[config.mk]
export PLATFORM = sky130hd
export DESIGN_NAME = fb_arbiter
export DESIGN_NICKNAME = d
export VERILOG_FILES = /design/src/rtl/fb_pkg.sv /design/src/rtl/fb_wr_fifo.sv /design/src/rtl/fb_arbiter.sv
export SDC_FILE = /design/constraint.sdc
export NUM_CORES = 1
export LEC_CHECK = 0
export ABC_AREA = 1
export CAP_MARGIN = 20
export CORE_UTILIZATION = 58
export CTS_CLUSTER_SIZE = 24
export DETAILED_ROUTE_END_ITERATION = 10
export GPL_TIMING_DRIVEN = 0
export PLACE_DENSITY = 0.9
export SLEW_MARGIN = 30
export SYNTH_ARGS = -nofsm -noshare
export SYNTH_HDL_FRONTEND = slang
export SYNTH_HIERARCHICAL = 1
export SYNTH_SLANG_ARGS = --single-unit
[constraint.sdc]
create_clock -name clk -period 5.4 [get_ports clk]
set_input_delay 1.08 -clock clk [delete_from_list [all_inputs] [get_ports clk]]
set_output_delay 1.08 -clock clk [all_outputs]
set_load 0.1 [all_outputs]
[src/rtl/fb_pkg.sv]
// fb_pkg: shared types and framebuffer geometry for the framebuffer arbiter.
// Contents: grant encoding, screen dimensions, pixel address/data widths,
//           and the buffered CPU write record {addr, data}.
package fb_pkg;

  localparam int FB_WIDTH  = 480;
  localparam int FB_HEIGHT = 320;
  localparam int FB_ADDR_W = 18;  // 480*320 = 153600 pixels
  localparam int FB_DATA_W = 8;

  // What the RAM port was given on the previous cycle.
  typedef enum logic [1:0] {
    GNT_IDLE = 2'd0,
    GNT_RD   = 2'd1,
    GNT_WR   = 2'd2
  } grant_t;

  typedef struct packed {
    logic [FB_ADDR_W-1:0] addr;
    logic [FB_DATA_W-1:0] data;
  } fb_wr_t;

endpackage

[src/rtl/fb_wr_fifo.sv]
// fb_wr_fifo: circular buffer of pending CPU pixel writes {addr, data}.
// Latency: an entry pushed this cycle is visible at the head next cycle.
// Backpressure: push ignored when full; a same-cycle pop does not free space.
// Ports: clk/reset, push_vld/push_addr/push_dat, pop, head_addr/head_dat,
//        empty, full, count (occupancy).
module fb_wr_fifo
  import fb_pkg::*;
#(
  parameter int ADDR_W = FB_ADDR_W,
  parameter int DATA_W = FB_DATA_W,
  parameter int DEPTH  = 4
) (
  input  logic                     clk,
  input  logic                     reset,
  input  logic                     push_vld,
  input  logic [ADDR_W-1:0]        push_addr,
  input  logic [DATA_W-1:0]        push_dat,
  input  logic                     pop,
  output logic [ADDR_W-1:0]        head_addr,
  output logic [DATA_W-1:0]        head_dat,
  output logic                     empty,
  output logic                     full,
  output logic [$clog2(DEPTH):0]   count
);

  localparam int PTR_W = (DEPTH > 1) ? $clog2(DEPTH) : 1;
  localparam int CNT_W = $clog2(DEPTH) + 1;
  localparam int ENT_W = ADDR_W + DATA_W;
  localparam logic [CNT_W-1:0] DEPTH_C = CNT_W'(DEPTH);

  logic [ENT_W-1:0] mem_q [DEPTH];
  logic [PTR_W-1:0] wr_ptr_q, wr_ptr_d;
  logic [PTR_W-1:0] rd_ptr_q, rd_ptr_d;
  logic [CNT_W-1:0] count_q, count_d;
  logic             do_push, do_pop;

  assign full  = (count_q == DEPTH_C);
  assign empty = (count_q == '0);
  assign count = count_q;
  assign {head_addr, head_dat} = mem_q[rd_ptr_q];

  always_comb begin
    do_push  = push_vld && !full;
    do_pop   = pop && !empty;
    wr_ptr_d = wr_ptr_q;
    rd_ptr_d = rd_ptr_q;
    count_d  = count_q;
    // Power-of-two depth: pointers wrap by natural overflow.
    if (do_push) wr_ptr_d = wr_ptr_q + 1'b1;
    if (do_pop)  rd_ptr_d = rd_ptr_q + 1'b1;
    case ({do_push, do_pop})
      2'b10:   count_d = count_q + 1'b1;
      2'b01:   count_d = count_q - 1'b1;
      default: count_d = count_q;
    endcase
  end

  always_ff @(posedge clk) begin
    if (reset) begin
      wr_ptr_q <= '0;
      rd_ptr_q <= '0;
      count_q  <= '0;
    end else begin
      wr_ptr_q <= wr_ptr_d;
      rd_ptr_q <= rd_ptr_d;
      count_q  <= count_d;
    end
  end

  // Storage needs no reset: occupancy alone decides what is valid.
  always_ff @(posedge clk) begin
    if (do_push) mem_q[wr_ptr_q] <= {push_addr, push_dat};
  end

endmodule

[src/rtl/fb_arbiter.sv]
// fb_arbiter: shares one single-port pixel RAM between VGA reads (absolute
//   priority) and buffered CPU writes drained on cycles with no read.
// Latency: read req -> vga_rd_valid 2 cycles; write push -> mem_we 2 cycles min.
// Backpressure: cpu_wr_ready low when the write FIFO is full or in reset;
//   VGA reads are never stalled. wr_starved is sticky until reset.
// Ports: cpu_wr_* (valid/ready write), vga_rd_* (read req/return),
//   mem_* (registered RAM port, rdata returns 1 cycle after the grant),
//   fifo_count (occupancy), wr_starved.
module fb_arbiter
  import fb_pkg::*;
#(
  parameter int ADDR_W       = FB_ADDR_W,
  parameter int DATA_W       = FB_DATA_W,
  parameter int FIFO_DEPTH   = 4,
  parameter int STARVE_LIMIT = 64
) (
  input  logic                          clk,
  input  logic                          reset,
  input  logic                          cpu_wr_valid,
  input  logic [ADDR_W-1:0]             cpu_wr_addr,
  input  logic [DATA_W-1:0]             cpu_wr_data,
  output logic                          cpu_wr_ready,
  input  logic                          vga_rd_req,
  input  logic [ADDR_W-1:0]             vga_rd_addr,
  output logic [DATA_W-1:0]             vga_rd_data,
  output logic                          vga_rd_valid,
  output logic [ADDR_W-1:0]             mem_addr,
  output logic                          mem_we,
  output logic [DATA_W-1:0]             mem_wdata,
  input  logic [DATA_W-1:0]             mem_rdata,
  output logic [$clog2(FIFO_DEPTH):0]   fifo_count,
  output logic                          wr_starved
);

  localparam int SC_W = $clog2(STARVE_LIMIT + 1);
  localparam logic [SC_W-1:0] STARVE_C = SC_W'(STARVE_LIMIT);

  grant_t              gnt_q, gnt_d;
  logic [ADDR_W-1:0]   mem_addr_q, mem_addr_d;
  logic                mem_we_q, mem_we_d;
  logic [DATA_W-1:0]   mem_wdata_q, mem_wdata_d;
  logic                rd_vld_q, rd_vld_d;
  logic [DATA_W-1:0]   rd_dat_q, rd_dat_d;
  logic [SC_W-1:0]     starve_cnt_q, starve_cnt_d;
  logic                starved_q, starved_d;

  logic                fifo_push, fifo_pop;
  logic                fifo_empty, fifo_full;
  logic [ADDR_W-1:0]   head_addr;
  logic [DATA_W-1:0]   head_dat;

  // Ready looks only at the registered count, so a drain in the same cycle
  // never opens a slot early.
  assign cpu_wr_ready = !reset && !fifo_full;
  assign fifo_push    = cpu_wr_valid && cpu_wr_ready;

  fb_wr_fifo #(
    .ADDR_W (ADDR_W),
    .DATA_W (DATA_W),
    .DEPTH  (FIFO_DEPTH)
  ) u_wr_fifo (
    .clk       (clk),
    .reset     (reset),
    .push_vld  (fifo_push),
    .push_addr (cpu_wr_addr),
    .push_dat  (cpu_wr_data),
    .pop       (fifo_pop),
    .head_addr (head_addr),
    .head_dat  (head_dat),
    .empty     (fifo_empty),
    .full      (fifo_full),
    .count     (fifo_count)
  );

  always_comb begin
    gnt_d       = GNT_IDLE;
    mem_addr_d  = mem_addr_q;
    mem_we_d    = 1'b0;
    mem_wdata_d = mem_wdata_q;
    fifo_pop    = 1'b0;

    // Only entries already in the FIFO are eligible, so a fresh push
    // reaches the RAM no earlier than the following cycle.
    if (vga_rd_req) begin
      gnt_d      = GNT_RD;
      mem_addr_d = vga_rd_addr;
    end else if (!fifo_empty) begin
      gnt_d       = GNT_WR;
      mem_addr_d  = head_addr;
      mem_wdata_d = head_dat;
      mem_we_d    = 1'b1;
      fifo_pop    = 1'b1;
    end

    // RAM data for last cycle's read grant is present now; capture it.
    rd_vld_d = (gnt_q == GNT_RD);
    rd_dat_d = rd_vld_d ? mem_rdata : rd_dat_q;

    starve_cnt_d = starve_cnt_q;
    if (gnt_d == GNT_WR) begin
      starve_cnt_d = '0;
    end else if (vga_rd_req && !fifo_empty && (starve_cnt_q != STARVE_C)) begin
      starve_cnt_d = starve_cnt_q + 1'b1;
    end
    starved_d = starved_q || (starve_cnt_d == STARVE_C);
  end

  always_ff @(posedge clk) begin
    if (reset) begin
      gnt_q        <= GNT_IDLE;
      mem_addr_q   <= '0;
      mem_we_q     <= 1'b0;
      mem_wdata_q  <= '0;
      rd_vld_q     <= 1'b0;
      rd_dat_q     <= '0;
      starve_cnt_q <= '0;
      starved_q    <= 1'b0;
    end else begin
      gnt_q        <= gnt_d;
      mem_addr_q   <= mem_addr_d;
      mem_we_q     <= mem_we_d;
      mem_wdata_q  <= mem_wdata_d;
      rd_vld_q     <= rd_vld_d;
      rd_dat_q     <= rd_dat_d;
      starve_cnt_q <= starve_cnt_d;
      starved_q    <= starved_d;
    end
  end

  assign mem_addr     = mem_addr_q;
  assign mem_we       = mem_we_q;
  assign mem_wdata    = mem_wdata_q;
  assign vga_rd_valid = rd_vld_q;
  assign vga_rd_data  = rd_dat_q;
  assign wr_starved   = starved_q;

endmodule
Word-level counts from Yosys, hierarchy flattened --
Memory sizes are Yosys's and may differ from the RTL's. A register that Yosys moved wholly into a read port is not among the register bits. Cells that the tools add are included.
Word-level totals: logic and storage cells 53, output and inout bits 41, RAM bits 104, memories kept 1, bits in registers 53
Cells by class: multiplexer cells 13, reductions and logical operators 13, bitwise gates (word level) 2, add/sub/neg operators 5, eq/ne operators 8
Memories:
- u_wr_fifo.mem_q | words 4, bits a word 26, rd ports 1, clocked after memory_dff 1, write ports 1, line fb_wr_fifo.sv:31 | logic [ENT_W-1:0] mem_q [DEPTH];
Operators by type and width (number):
- 2-to-1 mux 18 bit | 2
- 2-to-1 mux 7 bit | 2
- 2-to-1 mux 2 bit | 4
- adder 7 x 1 -> 7 bit (second input constant) | 1
- == test 7 bit (second input constant) | 1
- != test 7 bit (second input constant) | 1
- logical AND 1 bit | 6
- one-hot mux 3 bit (2 select lines) | 1
- adder 2 x 1 -> 2 bit (second input constant) | 2
- == test 2 x 1 -> 1 bit (second input constant) | 2
- == test 2 bit (second input constant) | 2
- 2-to-1 mux 1 bit | 4
- adder 3 x 1 -> 3 bit (second input constant) | 1
- == test 3 bit (second input constant) | 1
- logical NOT 1 bit | 3
- logical NOT 3 bit | 1
- subtractor 3 x 1 -> 3 bit (second input constant) | 1
- != test 2 bit (second input constant) | 1
- inverter 1 bit | 2
- AND reduction 2 bit | 1
- nonzero test 2 bit | 1
- logical OR 1 bit | 1

Depth between registers and ports, before layout --
depth after elaboration 8, gate-level depth with buffers 16

Cells and area by module --
Netlist, hierarchy kept.
Modules (own cells, without submodules):
- fb_wr_fifo | area each 4337.9 sq um, instances 1, cells each 321
- fb_arbiter | area each 2035.7 sq um, instances 1, cells each 296

Worst setup path before layout --
OpenSTA, ideal clock, no wires.
kind register -> output, start reg u_wr_fifo.count_q[1] (netlist: u_wr_fifo/count[1]), end out cpu_wr_ready, data arrival time 2.587 ns, cell stages (with the launch flop) 5, path slack 1.733 ns, required time 4.320 ns, cell sequence dfxtp_1 -> nor2_1 -> nand2_1 -> inv_1 -> nor2_1
Between the ends: cells in the longest elaborated chain, start to end 3
Ends and longest elaborated chain:
- start: declaration | line fb_wr_fifo.sv:34 | logic [CNT_W-1:0] count_q, count_d;
- start signal: assignment | line fb_wr_fifo.sv:66 | count_q <= count_d;
- == test 3 bit | line fb_wr_fifo.sv:37 | assign full = (count_q == DEPTH_C);
- net fifo_full | line fb_arbiter.sv:48 | logic fifo_empty, fifo_full;
- logical NOT 1 bit | line fb_arbiter.sv:54 | assign cpu_wr_ready = !reset && !fifo_full;
- logical AND 1 bit | line fb_arbiter.sv:54
- end: declaration | line fb_arbiter.sv:22 | output logic cpu_wr_ready,
The timed path passes the listed nets, and every way through them passes these cells.

Worst setup path in the final report --
start in reset, end out cpu_wr_ready
Between the ends: cells in the longest elaborated chain, start to end 2
Ends and longest elaborated chain:
- start: declaration | line fb_arbiter.sv:18 | input logic reset,
- logical NOT 1 bit | line fb_arbiter.sv:54
- logical AND 1 bit | line fb_arbiter.sv:54
No other way between the ends.

==> flow_summary.ini <==
[drt]
wl_per_cell_um = 18.00
antenna_left = 0
vias_per_cell = 5.674
total_via_count_after_detailed_routing = 5016
routed_wirelength_um = 15910
detail_route.iter0.violations = 454
drcViolationCount = 0
drt-pass1-iter-count = 5

[power_and_ir_drop]
design_power_total_mw = 3.434
vdd.ir_drop.worst_mv = 0.2903
p_leak_nw = 3.274
cellPowerDensity_nw_per_um2 = 414.0

[finish]
share_of_final_layout_standard_cells_stronger_than_drive_strength_1 = 0.09893
n_fill_cell = 559
fin_nets = 799
n_antenna_cell = 0
most-common-layout-cells = 107 x sky130_fd_sc_hd__nor2_1, 107 x sky130_fd_sc_hd__nand2_1, 104 x sky130_fd_sc_hd__edfxtp_1
area_overhead_of_the_layout_relative_to_synthesis_pct = 30.13
final_core_utilization = 0.7893

[global_routing]
gr-max-usage-layer = met2
grt_pass1_vias = 5071
grt_start_max_net_pins = 17
grtUsageMet3 = 0.07781
wire_length_of_the_first_global_routing_pass_um = 24810
antenna_found_initial = 0
gr_layer_usage_met2 = 0.4954
grt_use_total = 0.2907
gr-usage-met1 = 0.3374
grt_remaining_overflow = 0

[logic_synthesis]
area_fraction_in_compound_gates_after_synthesis = 0.08834
combinational_family_with_the_most_area_after_synthesis = simple AND/OR/NAND/NOR gates
synth_largest_area_cell = sky130_fd_sc_hd__edfxtp_1
ys_warn_count = 6
synth_seq_cells = 158
synth.avg_cell_area_um2 = 10.33
synth_xor_xnor_area_share = 0.001374
synth-async-reset-ratio = 0
synth_mux_area_frac = 0
synth_top_cell_area_share = 0.4900
synth_seq_area_share = 0.6596
synth_edf_count = 104
post_synth_fa_ha_maj_area_fraction = 0.01688
synth-simple-area-share = 0.1747
synthesis.area_um2 = 6374
synth.top_cells.by_area = sky130_fd_sc_hd__edfxtp_1 49%, sky130_fd_sc_hd__dfxtp_1 17%, sky130_fd_sc_hd__nor2_1 6.5%
synth_cell_type_count = 33
synthFlopType = sky130_fd_sc_hd__edfxtp_1
post_synth_inst_count = 617
synth_fp_nets = 681

[sta]
timing.setup.tns_ns = 0
layout_worst_path_cycle_share = 0.8229
max_freq_mhz = 225.0
final-hold-violation-count = 0
timing.slew.headroom = 0.3383
fin_worst_skew_ns = 0.009956
finalMaxSlewViolations = 0
timing_worst_slew_pin_value_ns = 0.9894
report.final.setup_viol = 0
layout_setup_ws_ns = 0.9564
grt_setup_unrepaired = false
final_period_minus_worst_setup_slack_ns = 4.444

[clock_network]
cts_made_buffers = 17
cts-resized-gates = 0
postCtsHoldBufs = 0
clockBufferDepth = 2
register_clock_pin_slew_on_the_reported_worst_setup_and_hold_paths_ns = 0.06
postCtsSetupRepairBufs = 0
tritoncts = done
clock-root-buffer = sky130_fd_sc_hd__clkbuf_8
clock-sinks = 158
htree_levels = 4
clock_insertion_delay_at_the_later_pin_of_the_skew_report_ns = 0.53

[floorplan]
die_area_um2 = 11410
ios = 97
rows = 37
die-width_um = 106.8
initial_utilization = 0.6065
die_height_um = 106.8
core_area_um2 = 10510

[worst_hold_path]
min_path_cells = 2
hold_path_startpoint = wr_starved
timing.hold.worst.class = reg2reg
min_delay_worst_endpoint = wr_starved

[placed_design]
pre_cts_slack_ns = 0.9838
gpl.final_weighted_congestion = 0.7848
dp_wirelength_um = 10230
numPortBuffers = 95

[worst_setup_path]
worst_setup_path_end_kind = output pin
critical_path.reg2reg.endpoint = u_wr_fifo/count[2]
worstSetupStartpointType = primary input
slack_of_the_worst_reg_to_reg_path_ns = 2.51
timing.setup.critical_path_class = in2out
worstReg2RegStart = u_wr_fifo/count[1]
timing.critical_path.fanout_max = 10
timing.critical_path.required_ns = 4.32
crit_arrival_ns = 3.36
ff2ff_path_depth = 15

[outcome]
result_of_the_run = complete, no violations

[flow_run]
max_cap_violations = 0
[state kept, by name, indices dropped and copies added, names as in the netlist, named ones only]
| register | count |
|---|---|
| u_wr_fifo/mem_q | 104 |
| mem_addr | 18 |
| mem_wdata | 8 |
| vga_rd_data | 8 |
| starve_cnt_q | 7 |
| u_wr_fifo/count | 3 |
| gnt_q | 2 |
| u_wr_fifo/rd_ptr_q | 2 |
| u_wr_fifo/wr_ptr_q | 2 |
| vga_rd_valid | 1 |
| wr_starved | 1 |
[synthesized netlist by cell type, types with 2 or more instances]
master / count
sky130_fd_sc_hd__nor3_1: 2
sky130_fd_sc_hd__clkbuf_1: 4
sky130_fd_sc_hd__a21oi_1: 5
sky130_fd_sc_hd__dfxtp_1: 54
sky130_fd_sc_hd__inv_2: 4
sky130_fd_sc_hd__buf_6: 5
sky130_fd_sc_hd__o22ai_1: 26
sky130_fd_sc_hd__o21ai_0: 19
sky130_fd_sc_hd__edfxtp_1: 104
sky130_fd_sc_hd__nor2_4: 2
sky130_fd_sc_hd__nand3_1: 35
sky130_fd_sc_hd__nand4_1: 3
sky130_fd_sc_hd__buf_4: 5
sky130_fd_sc_hd__nand2_1: 107
sky130_fd_sc_hd__buf_2: 12
sky130_fd_sc_hd__nor2_1: 111
sky130_fd_sc_hd__inv_1: 44
sky130_fd_sc_hd__o21ai_1: 51
sky130_fd_sc_hd__inv_4: 2
sky130_fd_sc_hd__ha_1: 7
sky130_fd_sc_hd__clkinv_1: 3
[how the worst max path moves through the flow]
stage | from | to | slack [ns] | cells after the start
global route | reset | cpu_wr_ready | 0.89 | 4
finish | reset | cpu_wr_ready | 0.96 | 4
CTS | reset | cpu_wr_ready | 0.97 | 4
floorplan | u_wr_fifo/count[1] | cpu_wr_ready | 1.73 | 4
global placement | reset | u_wr_fifo/mem_q[3][20] | 0.76 | 4
detailed placement | reset | cpu_wr_ready | 0.98 | 4
[critical path: stages]
cell and delay [ns]:
sky130_fd_sc_hd__clkdlybuf4s50_1 0.60, sky130_fd_sc_hd__clkbuf_1 0.35, sky130_fd_sc_hd__nor2_1 0.17, sky130_fd_sc_hd__clkdlybuf4s50_1 1.15
[power by group]
group,internal [mW],total (mW),switching [mW]
logic,0.197,0.731,0.535
clock network,0.849,1.32,0.466
registers,1.35,1.39,0.0334
[metrics by stage]
| stage | hold WS (ns) | area [um2] | instances |
|---|---|---|---|
| after floorplan | 0.4589 | 6374 | 617 |
| after global placement | 0.4463 | 7495 | 848 |
| after detailed placement | 0.4504 | 7635 | 852 |
| after CTS | 0.4617 | 8294 | 884 |
| after global routing | 0.4935 | 8294 | 884 |
| final | 0.4615 | 8294 | 884 |
[cell type report]
cell class                 instances  area, um2  share of cell area
multi-input combinational        379       1823              0.2198
tap                              136      170.2             0.02052
timing repair buffer              99       1061              0.1279
clock inverter                    13      237.7             0.02866
inverter                          53      203.9             0.02459
clock buffer                      19      421.7             0.05084
buffer                            27      172.7             0.02082
sequential                       158       4204              0.5069
[routing by layer]
layer	vias to the layer above	routed length, um
met1	2337	5931
met2	310	7936
li1	2324	-
met3	45	1573
met4	0	469
met5	-	0
[logic make-up (layout without fill, tap and decap cells)]
group                    count (synthesis)  count (layout)
AND/OR/NAND/NOR                        266             266
flip-flops                             158             158
AO/OA/AOI/OAI                          104             104
buffers and inverters                   80             211
adder cells (fa/ha/maj)                  8               8
XOR/XNOR                                 1               1
No activity file was read; power rests on OpenSTA's default activity.
